==> src/rtl/unison_oscillator.sv <==
// Unison oscillator: VOICES detuned phase accumulators summed and averaged
// into one 16-bit offset-binary sample per sample_tick, one voice per cycle.
//
// state | meaning
// IDLE  | waiting for sample_tick; inputs latched on accept
// RUN   | processing voice v, one voice per clock
// DONE  | publishing the averaged sample, strobing wave_valid
module unison_oscillator #(
  parameter int VOICES    = 4,
  parameter int PHASE_W   = 32,
  parameter int STEP_K    = 89478,
  parameter int DET_SHIFT = 9
) (
  input  logic        clk,
  input  logic        reset,
  input  logic        sample_tick,
  input  logic [19:0] freq,
  input  logic [1:0]  ctrl,
  input  logic [3:0]  detune,
  input  logic [7:0]  pw,
  input  logic        sync,
  output logic [15:0] wave_out,
  output logic        wave_valid,
  output logic        busy,
  output logic        overrun
);

  localparam int LOG2V = $clog2(VOICES);
  localparam int AW    = 16 + LOG2V;
  localparam int VW    = (LOG2V > 0) ? LOG2V : 1;
  localparam logic [VW-1:0] V_LAST = VW'(VOICES - 1);

  // Quarter-wave sine, entry i = round(32767*sin(pi/2*(i+0.5)/64)).
  localparam logic [14:0] SINE_ROM [64] = '{
    15'd402,   15'd1206,  15'd2009,  15'd2811,  15'd3612,  15'd4410,  15'd5205,  15'd5998,
    15'd6786,  15'd7571,  15'd8351,  15'd9126,  15'd9896,  15'd10659, 15'd11417, 15'd12167,
    15'd12910, 15'd13645, 15'd14372, 15'd15090, 15'd15800, 15'd16499, 15'd17189, 15'd17869,
    15'd18537, 15'd19195, 15'd19841, 15'd20475, 15'd21096, 15'd21705, 15'd22301, 15'd22884,
    15'd23452, 15'd24007, 15'd24547, 15'd25072, 15'd25582, 15'd26077, 15'd26556, 15'd27019,
    15'd27466, 15'd27896, 15'd28310, 15'd28706, 15'd29085, 15'd29447, 15'd29791, 15'd30117,
    15'd30424, 15'd30714, 15'd30985, 15'd31237, 15'd31470, 15'd31685, 15'd31880, 15'd32057,
    15'd32213, 15'd32351, 15'd32469, 15'd32567, 15'd32646, 15'd32705, 15'd32745, 15'd32765
  };

  typedef enum logic [1:0] {S_IDLE, S_RUN, S_DONE} state_t;

  state_t             state_q, state_d;
  logic [VW-1:0]      v_q, v_d;
  logic [AW-1:0]      acc_q, acc_d;
  logic [19:0]        freq_q, freq_d;
  logic [1:0]         ctrl_q, ctrl_d;
  logic [3:0]         detune_q, detune_d;
  logic [7:0]         pw_q, pw_d;
  logic [PHASE_W-1:0] phase_q [VOICES];
  logic [PHASE_W-1:0] phase_d [VOICES];
  logic [15:0]        wave_out_q, wave_out_d;
  logic               wave_valid_q, wave_valid_d;
  logic               overrun_q, overrun_d;

  logic [PHASE_W-1:0] cur_phase;
  logic signed [31:0] d_v;
  logic signed [31:0] off_v;
  logic [17:0]        m_v;
  logic [PHASE_W-1:0] step_v;
  logic [15:0]        p;
  logic [5:0]         rom_addr;
  logic [14:0]        rom_q;
  logic [15:0]        wave_val;

  // Select the phase of the voice currently being processed.
  always_comb begin
    cur_phase = '0;
    for (int i = 0; i < VOICES; i++) begin
      if (v_q == VW'(i)) cur_phase = phase_q[i];
    end
  end

  // Per-voice step: odd-symmetric detune offset around the base multiplier.
  always_comb begin
    d_v    = $signed(32'(v_q)) * 2 - (VOICES - 1);
    off_v  = (d_v * $signed(32'(detune_q))) <<< DET_SHIFT;
    m_v    = 18'(STEP_K + off_v);
    step_v = PHASE_W'(38'(m_v) * 38'(freq_q));
  end

  // Waveform shaping from the pre-update phase.
  always_comb begin
    p        = cur_phase[PHASE_W-1 -: 16];
    rom_addr = p[14] ? ~p[13:8] : p[13:8];
    rom_q    = SINE_ROM[rom_addr];
    wave_val = p;
    case (ctrl_q)
      2'b00: wave_val = p;
      2'b01: wave_val = (p < {pw_q, 8'h00}) ? 16'hFFFF : 16'h0000;
      2'b10: wave_val = p[15] ? (16'h8000 - {1'b0, rom_q}) : (16'h8000 + {1'b0, rom_q});
      2'b11: wave_val = p[15] ? ~{p[14:0], 1'b0} : {p[14:0], 1'b0};
      default: wave_val = p;
    endcase
  end

  // Phase update: sync clears every voice and wins over the RUN advance.
  always_comb begin
    for (int i = 0; i < VOICES; i++) begin
      phase_d[i] = phase_q[i];
      if (sync) begin
        phase_d[i] = '0;
      end else if (state_q == S_RUN && v_q == VW'(i)) begin
        phase_d[i] = phase_q[i] + step_v;
      end
    end
  end

  // Sequencer next-state, accumulation and output publishing.
  always_comb begin
    state_d      = state_q;
    v_d          = v_q;
    acc_d        = acc_q;
    freq_d       = freq_q;
    ctrl_d       = ctrl_q;
    detune_d     = detune_q;
    pw_d         = pw_q;
    wave_out_d   = wave_out_q;
    wave_valid_d = 1'b0;
    overrun_d    = overrun_q;
    case (state_q)
      S_IDLE: begin
        if (sample_tick) begin
          freq_d   = freq;
          ctrl_d   = ctrl;
          detune_d = detune;
          pw_d     = pw;
          acc_d    = '0;
          v_d      = '0;
          state_d  = S_RUN;
        end
      end
      S_RUN: begin
        if (sample_tick) overrun_d = 1'b1;
        acc_d = acc_q + AW'(wave_val);
        if (v_q == V_LAST) begin
          v_d     = '0;
          state_d = S_DONE;
        end else begin
          v_d = v_q + 1'b1;
        end
      end
      S_DONE: begin
        if (sample_tick) overrun_d = 1'b1;
        wave_out_d   = acc_q[LOG2V +: 16];
        wave_valid_d = 1'b1;
        state_d      = S_IDLE;
      end
      default: state_d = S_IDLE;
    endcase
  end

  // State registers with asynchronous active-low reset.
  always_ff @(posedge clk or negedge reset) begin
    if (!reset) begin
      state_q      <= S_IDLE;
      v_q          <= '0;
      acc_q        <= '0;
      freq_q       <= '0;
      ctrl_q       <= '0;
      detune_q     <= '0;
      pw_q         <= '0;
      wave_out_q   <= 16'h8000;
      wave_valid_q <= 1'b0;
      overrun_q    <= 1'b0;
      for (int i = 0; i < VOICES; i++) phase_q[i] <= '0;
    end else begin
      state_q      <= state_d;
      v_q          <= v_d;
      acc_q        <= acc_d;
      freq_q       <= freq_d;
      ctrl_q       <= ctrl_d;
      detune_q     <= detune_d;
      pw_q         <= pw_d;
      wave_out_q   <= wave_out_d;
      wave_valid_q <= wave_valid_d;
      overrun_q    <= overrun_d;
      for (int i = 0; i < VOICES; i++) phase_q[i] <= phase_d[i];
    end
  end

  assign wave_out   = wave_out_q;
  assign wave_valid = wave_valid_q;
  assign busy       = (state_q != S_IDLE);
  assign overrun    = overrun_q;

endmodule

==> config.mk <==
export PLATFORM = sky130hd
export DESIGN_NAME = unison_oscillator
export DESIGN_NICKNAME = d
export VERILOG_FILES = /design/src/rtl/unison_oscillator.sv
export SDC_FILE = /design/constraint.sdc
export NUM_CORES = 1
export LEC_CHECK = 0
export CORE_MARGIN = 2
export CORE_UTILIZATION = 60
export CTS_CLUSTER_DIAMETER = 80
export DETAILED_ROUTE_END_ITERATION = 10
export PLACE_DENSITY = 0.88
export SKIP_LAST_GASP = 1
export SLEW_MARGIN = 0
export SYNTH_ARGS = -nofsm -noshare
export SYNTH_HDL_FRONTEND = slang
export SYNTH_SLANG_ARGS = --single-unit
==> constraint.sdc <==
create_clock -name clk -period 12.3 [get_ports clk]
set_input_delay 1.845 -clock clk [delete_from_list [all_inputs] [get_ports clk]]
set_output_delay 1.845 -clock clk [all_outputs]
set_load 0.02 [all_outputs]
[Yosys cells after proc, flatten, opt, wreduce, memory -nomap -nowiden]
Memory sizes are Yosys's and may differ from the RTL's.
Cells that the tools add are included.
Operators by class
  $add $sub $neg: 10
  multiply operators: 2
  divide/modulo/power cells: 0
  magnitude comparators: 2
  eq/ne operators: 10
  shift operators: 0
  multiplexer cells: 28
  bitwise operators: 3
  reduce and logical (&&, ||, !) cells: 18
Operator list (number)
  $mux W32: 12
  $add A32 B32 Y32: 4
  $pmux W16 S4: 1
  $mux W16: 3
  $pmux W18 S2: 1
  $mul A18 B20 Y32: 1
  $mux W15: 2
  $add A18 B16 Y18: 1
  $add A18 B18 Y18 const A: 1
  $mux W18: 1
  $add A16 B15 Y16 const A: 1
  $lt A16 B16 Y1: 1
  $not A16 Y16: 1
  $sub A16 B15 Y16 const A: 1
  $reduce_bool A2 Y1: 6
  $eq A2 B2 Y1 const B: 5
  $mul A4 B5 Y9: 1
  $mux W2: 4
  $pmux W2 S2: 2
  $reduce_and A2 Y1: 4
  $ge A7 B7 Y1 const B: 1
  $not A6 Y7: 1
  $eq A2 B1 Y1 const B: 3
  $logic_not A2 Y1: 3
  9 further kinds: 12
Storage, ports and cells
  register bits: 202
  latch bits: 0
  bits in writable memories: 0
  bits in read-only memories: 960
  input port bits: 38
  output and inout bits: 19
  logic and storage cells: 88
  memories kept: 1
Memory list
  (name not given): depth 64, width 15, rd ports 1, clocked after memory_dff 0, wr ports 0, RTL line 90  | rom_q = SINE_ROM[rom_addr];

[Logic depth before layout (Yosys ltp)]
Gate-level depths: netlist (run 1).
  depth in word-level cells: 16
  mapped depth: 44
  depth with buffers taken out: 44

[Worst setup path after synthesis (run 1)]
Ideal clock, no wire load.
  path kind: reg-to-reg
  start: register v_q[1]
  end: register phase_q[31] (netlist name)
  library setup time: 0.078 ns
  data arrival time: 10.396 ns
  required time: 12.222 ns
  path slack: 1.826 ns
  cell stages (with the launch flop): 41
  path buffers: 1
  period minus slack after synthesis: 10.474 ns
  path through: dfrtp_1 > or2_2 > fa_1 > fa_1 > inv_1 > fa_1 > ha_1 > fa_1 > a21o_1 > a21oi_1 > xnor2_1 > nor2_1 > xnor3_1 > clkbuf_1 > nand2_1 > fa_1 > fa_1 > fa_1 > [5 not listed] > or3_1 > a211oi_1 > a21oi_1 > a21o_1 > a21oi_1 > o21bai_1 > a21oi_1 > xnor2_1 > ha_1 > a21oi_1 > nor2b_1 > o21ai_0 > o21ai_1 > o2111a_1 > a2111oi_2 > xnor2_1 > or3_1 > a21oi_1
On the way
  cells in the longest elaborated chain, start to end: 7
  elaborated cells on any way between the ends: 10
  those cells by class: add/sub (3); mul (2); eq/ne (1); mux (2); reduce/logical (2)
RTL lines
  start: declaration: RTL line 48  | logic [VW-1:0] v_q, v_d;
  start signal: assignment: RTL line 173  | v_q <= v_d;
  $sub A3 B2 Y4: RTL line 80  | d_v = $signed(32'(v_q)) * 2 - (VOICES - 1);
  $mul A4 B5 Y9: RTL line 81  | off_v = (d_v * $signed(32'(detune_q))) <<< DET_SHIFT;
  $add A18 B18 Y18: RTL line 82  | m_v = 18'(STEP_K + off_v);
  $mul A18 B20 Y32: RTL line 83  | step_v = PHASE_W'(38'(m_v) * 38'(freq_q));
  $add A32 B32 Y32: RTL line 108  | phase_d[i] = phase_q[i] + step_v;
  $mux W32: RTL line 107  | end else if (state_q == S_RUN && v_q == VW'(i)) begin
  $mux W32: RTL line 105  | if (sync) begin
  end: declaration: RTL line 54  | logic [PHASE_W-1:0] phase_q [VOICES];
Parallel ways exist; a longest one is shown, timed or not. The select of a mux whose other input is x is not followed.
A chain may end at the register's enable or synchronous reset.

[Worst setup path in the final report (run 1)]
Ends and elaborated chain as after synthesis.

==> results of run 1 <==
==> metrics by stage <==
stage	instances	hold WS (ns)	worst slack [ns]	utilization [%]
after global routing	3465	0.520	0.00182	64.4
after floorplan	2944	0.455	1.83	-
after global placement	3433	0.470	1.06	62.9
final	3465	0.497	0.537	64.4
after detailed placement	3433	0.482	0.707	62.9
after CTS	3465	0.499	0.611	64.4
==> layer usage <==
metal  global-route usage, %  routed length [µm]  share of wire [%]  up-vias
met5                       0                   0                  0        -
met3                    5.19                5050                7.4      201
met2                    52.5               32300                 47      971
li1                        -                   -                  -    10200
met4                    13.0                2580                3.8        0
met1                    41.1               28200                 41    10900
==> cells by family (layout without fill, tap and decap cells) <==
group	count (synthesis)	in the layout	share of synthesized area, %
xor gates and xnor gates	181	181	6.63
buffers and inverters	419	401	6.47
DFF	198	198	19.5
AOI/OAI and AO/OA	764	764	19.8
muxes	67	67	3.15
and+or+nand+nor	844	844	15.7
adders and majority gates	471	471	28.7
==> layout by cell type, fill, tap and decap left out, drive strengths merged, types with 8 or more instances in the layout <==
cell type	instances
nand2	315
inv	288
ha	284
a21oi	240
dfrtp	197
fa	187
nor2	185
o21ai	142
xnor2	129
and2	91
a21o	70
clkdlybuf4s50	54
mux2	53
xor2	49
nor3	46
nand3	43
nand2b	42
a211oi	38
o21a	34
a22o	31
buf	30
o211ai	25
nor2b	24
or3	22
and3	21
a31oi	19
clkbuf	19
nand4	18
o21bai	16
o31ai	14
a211o	14
o22ai	12
o221ai	11
mux2i	9
nor4	9
a311oi	9
clkinv	8
==> final timing paths <==
path,start,end,cells past startpoint
setup / recovery,v_q[1],phase_q[31],38
hold / removal,phase_q[103],phase_q[103],2
setup reg to reg,v_q[1],phase_q[31],38
hold reg to reg,phase_q[103],phase_q[103],2
max in group asynchronous,reset,phase_q[30],3
min in group asynchronous,reset,pw_q[2],1
==> tightest hold or removal path, cell delays in order, from the launching register on <==
cell,delay (ns)
dfrtp_1,0.35
nand2_1,0.05
o21ai_0,0.06
==> sequential cells by signal (all words and copies together) (netlist names), 4 cells and up <==
| register | flops |
|---|---|
| phase_q | 124 |
| freq_q | 20 |
| acc_q | 18 |
| wave_out | 16 |
| pw_q | 8 |
| detune_q | 4 |
==> final cells by class <==
class                           instances  area (µm²)  area share (%)
Multi-Input combinational cell       2327       18900            70.0
Sequential cell                       198        4960            18.4
Inverter                              284        1070            3.97
Timing Repair Buffer                   85         777            2.88
Tap cell                              539         674            2.50
Clock buffer                           18         439            1.63
Clock inverter                         14         164           0.608
==> metrics.cfg, run 1 <==
[clock_tree]
insertion_delay_ns=0.49
root_buffer=clkbuf_16
cts_resized=0
postCtsSetupRepairBufs=0
clkTransAtPathRegs_ns=0.08
clkSinkCount=198
ctsHoldBuffers=0
cts_tree=done
cts_max_level=4
cts_buffers=17
clock_path_buffers=2

[synth]
synth_top_area_share_pct=19.4
synth_edf_count=0
synthFlopType=dfrtp_1
yosys.area.top_type=dfrtp_1
ys_async_sr_fraction_pct=100
synthTopCellsByCount=nand2_1 (314), ha_1 (284), inv_1 (274), a21oi_1 (238), dfrtp_1 (197)
synthTopCellsByArea=dfrtp_1 (19%), fa_1 (15%), ha_1 (14%)
synth-seq-cells=198
syn_area_um2=25400
ys.warnings.count=0
seq_area_frac_synth_pct=19.5
yosysMostFrequentCell=nand2_1
synth.distinct_cells=97
avgSynthCellArea_um2=8.63
synth_nets=3453
synthCells=2944

[timing]
final_min_period_over_clock_period_pct=95.6
rsz0062_at_grt=no
fin_crit_ns=11.76
tns_ns=0
finalMaxSlewViolations=0
slew_headroom_pct=15.7
clock_skew_ns=0.0174
hold_viol=0
max_freq_ghz=0.0850
setup_viol=0
worst_pin_slew_ns=1.26

[setup_path]
path_class=reg2reg
crit_family=adder cells
cpMostUsedCell=fa_1
start_kind=register
end_kind=register
crit_path_max_incr_delay_ns=0.60
slowest_stage=a2111oi_0
worst-path-buf-inv=6
crit_fanout=17
crit_arrival_ns=12.17
r2r_slack_ns=0.54
cp.required_ns=12.70

[placed_design]
place_area_um2=26300
place.port_buffers=56
gp_congestion=0.985
hpwl_um=51500

[die]
die_x_um=210
start_util_pct=60.7
die-area_um2=44000
fp-row-count=75
ios=57
dieHeight_um=210
core_um2=41900

[detailed_routing]
antenna_left=0
post_drt_wl_per_cell_um=19.7
drc=0
wl_um=68100
vias_per_cell=6.40
firstDrtPassIters=6
vias=22200
drt_iter0_drc=2001

[cells_and_area]
fin_nets=3422
diodes=0
drive_above_1_share_pct=5.98
synthToLayoutAreaGrowth_pct=5.97
final_cell_area_um2=26900
nFillCells=3316

[status]
status=completed

[global_route]
grt_max_degree=74
antenna_found_initial=0
grt_pass1_wl_um=112000
grt_overflow=0
grt_pass1_vias=22300
grt_usage_pct=31.5

[hold_path]
hold_class=reg2reg

[flow_run]
cap_violations=0

Power of run 1 is not shown: default switching activity piles up to over one toggle a cycle in this logic, so the estimate is an artifact.
==> run 2, diff against run 1 <==
Settings changed: CTS_CLUSTER_SIZE set to 28, PLACE_DENSITY 0.88 to not set, PLACE_DENSITY_LB_ADDON set to 0.15.
Clock period 12.3 ns to 15.2 ns, I/O delays scaled along.
==> run 2 against run 1 <==
Net effect: non-clock buffer count increased by 3; register-to-register slack better by 2.8 ns; critical path depth is 2 higher; final cell count about the same; critical endpoint is now phase_q[127]; critical path type unchanged; clock skew fell by 0.0031 ns; via count decreased by 3.1%; wire length fell by 3.0%; sequential share of layout area is essentially flat; setup slack improved by 2.8 ns; largest cell class unchanged.
==> metrics.cfg, run 2 (synthesis results as in run 1) <==
[clock_tree]
cts_max_level=4  ; unchanged
clkSinkCount=198  ; unchanged
cts_tree=done  ; unchanged
postCtsSetupRepairBufs=0  ; unchanged
root_buffer=clkbuf_16  ; unchanged
cts_buffers=17  ; unchanged
clock_path_buffers=2  ; unchanged
insertion_delay_ns=0.47  ; was 0.49 ns
clkTransAtPathRegs_ns=0.08  ; about the same
ctsHoldBuffers=0  ; unchanged
cts_resized=0  ; unchanged

[hold_path]
hold_class=reg2reg  ; unchanged
min_to=phase_q[105]  ; was phase_q[103]
whs_path_depth=2  ; unchanged
hold_start=phase_q[105]  ; was phase_q[103]

[cells_and_area]
utilization_pct=64.3  ; was 64.4%
layoutNonFillerInstCount=3468  ; was 3465
diodes=0  ; unchanged
synthToLayoutAreaGrowth_pct=5.94  ; was 5.97%
largest_register_ffs=124  ; unchanged
register_area_um2=4960  ; unchanged
multi_input_area_um2=18900  ; about the same
top_register=phase_q  ; unchanged
reg_top3=phase_q x124, freq_q x20, acc_q x18  ; unchanged
layout_commonest_cell=nand2_1  ; unchanged
mostFrequentLayoutCells=nand2_1 (313), ha_1 (284), inv_1 (274)  ; unchanged
nFillCells=3566  ; was 3316
drive_above_1_share_pct=5.97  ; was 5.98%
fin_nets=3425  ; was 3422

[setup_path]
path_class=reg2reg  ; unchanged
end_kind=register  ; unchanged
cpMostUsedCell=fa_1  ; unchanged
r2r_slack_ns=3.29  ; was 0.54 ns
regToRegStartpoint=detune_q[0]  ; was v_q[1]
start_kind=register  ; unchanged
cp.required_ns=15.61  ; was 12.70 ns
crit_fanout=24  ; was 17
reg2reg_depth=40  ; was 38
crit_path_max_incr_delay_ns=0.72  ; was 0.60 ns
timing.rr.end=phase_q[127]  ; was phase_q[31]
crit_arrival_ns=12.31  ; was 12.17 ns
slowest_stage=dfrtp_1  ; was a2111oi_0

[detailed_routing]
post_drt_wl_per_cell_um=19.1  ; was 19.7 µm
antenna_left=0  ; unchanged
drt_iter0_drc=2081  ; was 2001
firstDrtPassIters=6  ; unchanged
drc=0  ; unchanged
wl_met3_um=4270  ; was 5050 µm
met2_length_um=31100  ; was 32300 µm
highest_layer=met4  ; unchanged
vias=21500  ; was 22.2k
vias_per_cell=6.20  ; was 6.40
wl_um=66100  ; was 68100 µm
drt-met1-wl_um=29300  ; was 28200 µm

[placed_design]
hpwl_um=49700  ; was 51500 µm
gp_congestion=0.942  ; was 0.985
place.port_buffers=56  ; unchanged
dp.cells=3436  ; was 3433

[timing]
finalMaxSlewViolations=0  ; unchanged
clock_skew_ns=0.0143  ; was 0.0174 ns
hold_viol=0  ; unchanged
final_min_period_over_clock_period_pct=78.3  ; was 95.6%
setup_viol=0  ; unchanged
slew_headroom_pct=15.8  ; was 15.7%
fin_crit_ns=11.91  ; was 11.76 ns
rsz0062_at_grt=no  ; unchanged
tns_ns=0  ; unchanged
max_freq_ghz=0.0840  ; was 0.0850 GHz
worst_pin_slew_ns=1.26  ; about the same

[flow_run]
cap_violations=0  ; unchanged

[die]
fp-row-count=75  ; unchanged
die_x_um=210  ; unchanged
dieHeight_um=210  ; unchanged
core_um2=41900  ; unchanged
die-area_um2=44000  ; unchanged
ios=57  ; unchanged
start_util_pct=60.7  ; unchanged

[global_route]
grt_pass1_vias=21200  ; was 22.3k
grt_max_degree=78  ; was 74
grt_pass1_wl_um=109000  ; was 112000 µm
antenna_found_initial=1  ; was 0
grt_usage_pct=30.7  ; was 31.5%
grt_overflow=0  ; unchanged

[status]
status=completed  ; unchanged

run 2: cell types whose count changed in the layout (fill, tap and decap cells not counted):
cell | previous run | this run
buf_4 | 29 | 32
inv_8 | 4 | 1
clkinv_8 | 2 | 4
bufinv_16 | 1 | 0
clkbuf_1 | 0 | 1
clkinv_2 | 1 | 2
clkinvlp_4 | 1 | 0
inv_6 | 2 | 3
xnor2_1 | 121 | 122
xnor2_2 | 6 | 5
xnor3_1 | 2 | 3
xnor3_2 | 1 | 0
run 2: per-layer routing:
metal | up-vias | track usage (%)
li1 | 10200 | -
met1 | 10400 | 42.7
met2 | 792 | 50.7
met3 | 113 | 4.41
met4 | 0 | 7.87
met5 | - | 0
run 2: how the worst max path moves through the flow:
stage	startpoint	to
2_1_floorplan	v_q[1]	phase_q[31]
3_3_place_gp	detune_q[0]	phase_q[31]
3_5_place_dp	detune_q[0]	phase_q[31]
4_1_cts	detune_q[0]	phase_q[31]
5_1_grt	detune_q[0]	phase_q[62]
6_report	detune_q[0]	phase_q[127]
run 2: metrics by stage:
| step | setup slack (ns) | hold WS, ns | area, µm² |
|---|---|---|---|
| 6_report | 3.29 | 0.501 | 26900 |
| 5_1_grt | 2.61 | 0.522 | 26900 |
| 4_1_cts | 3.37 | 0.501 | 26900 |
| 3_5_place_dp | 3.43 | 0.482 | 26300 |
| 3_3_place_gp | 3.57 | 0.471 | 26300 |
| 2_1_floorplan | 4.73 | 0.455 | 25400 |
run 2: final cells by class:
class / instances / area share, %
Sequential cell: 198 / 18.4
Inverter: 284 / 3.97
Tap cell: 539 / 2.50
Multi-Input combinational cell: 2327 / 70.0
Timing Repair Buffer: 88 / 2.97
Clock inverter: 13 / 0.516
Clock buffer: 19 / 1.64
run 2: critical path, delay by kind of cell (launching register included):
family,cells,cell delay [ns]
buffers and inverters,5,0.27
adders and majority gates,13,5.65
AOI/OAI and AO/OA,9,1.72
DFF,1,0.72
xor gates and xnor gates,2,0.75
and+or+nand+nor,11,2.70
Power of run 2 is left out for the same reason.
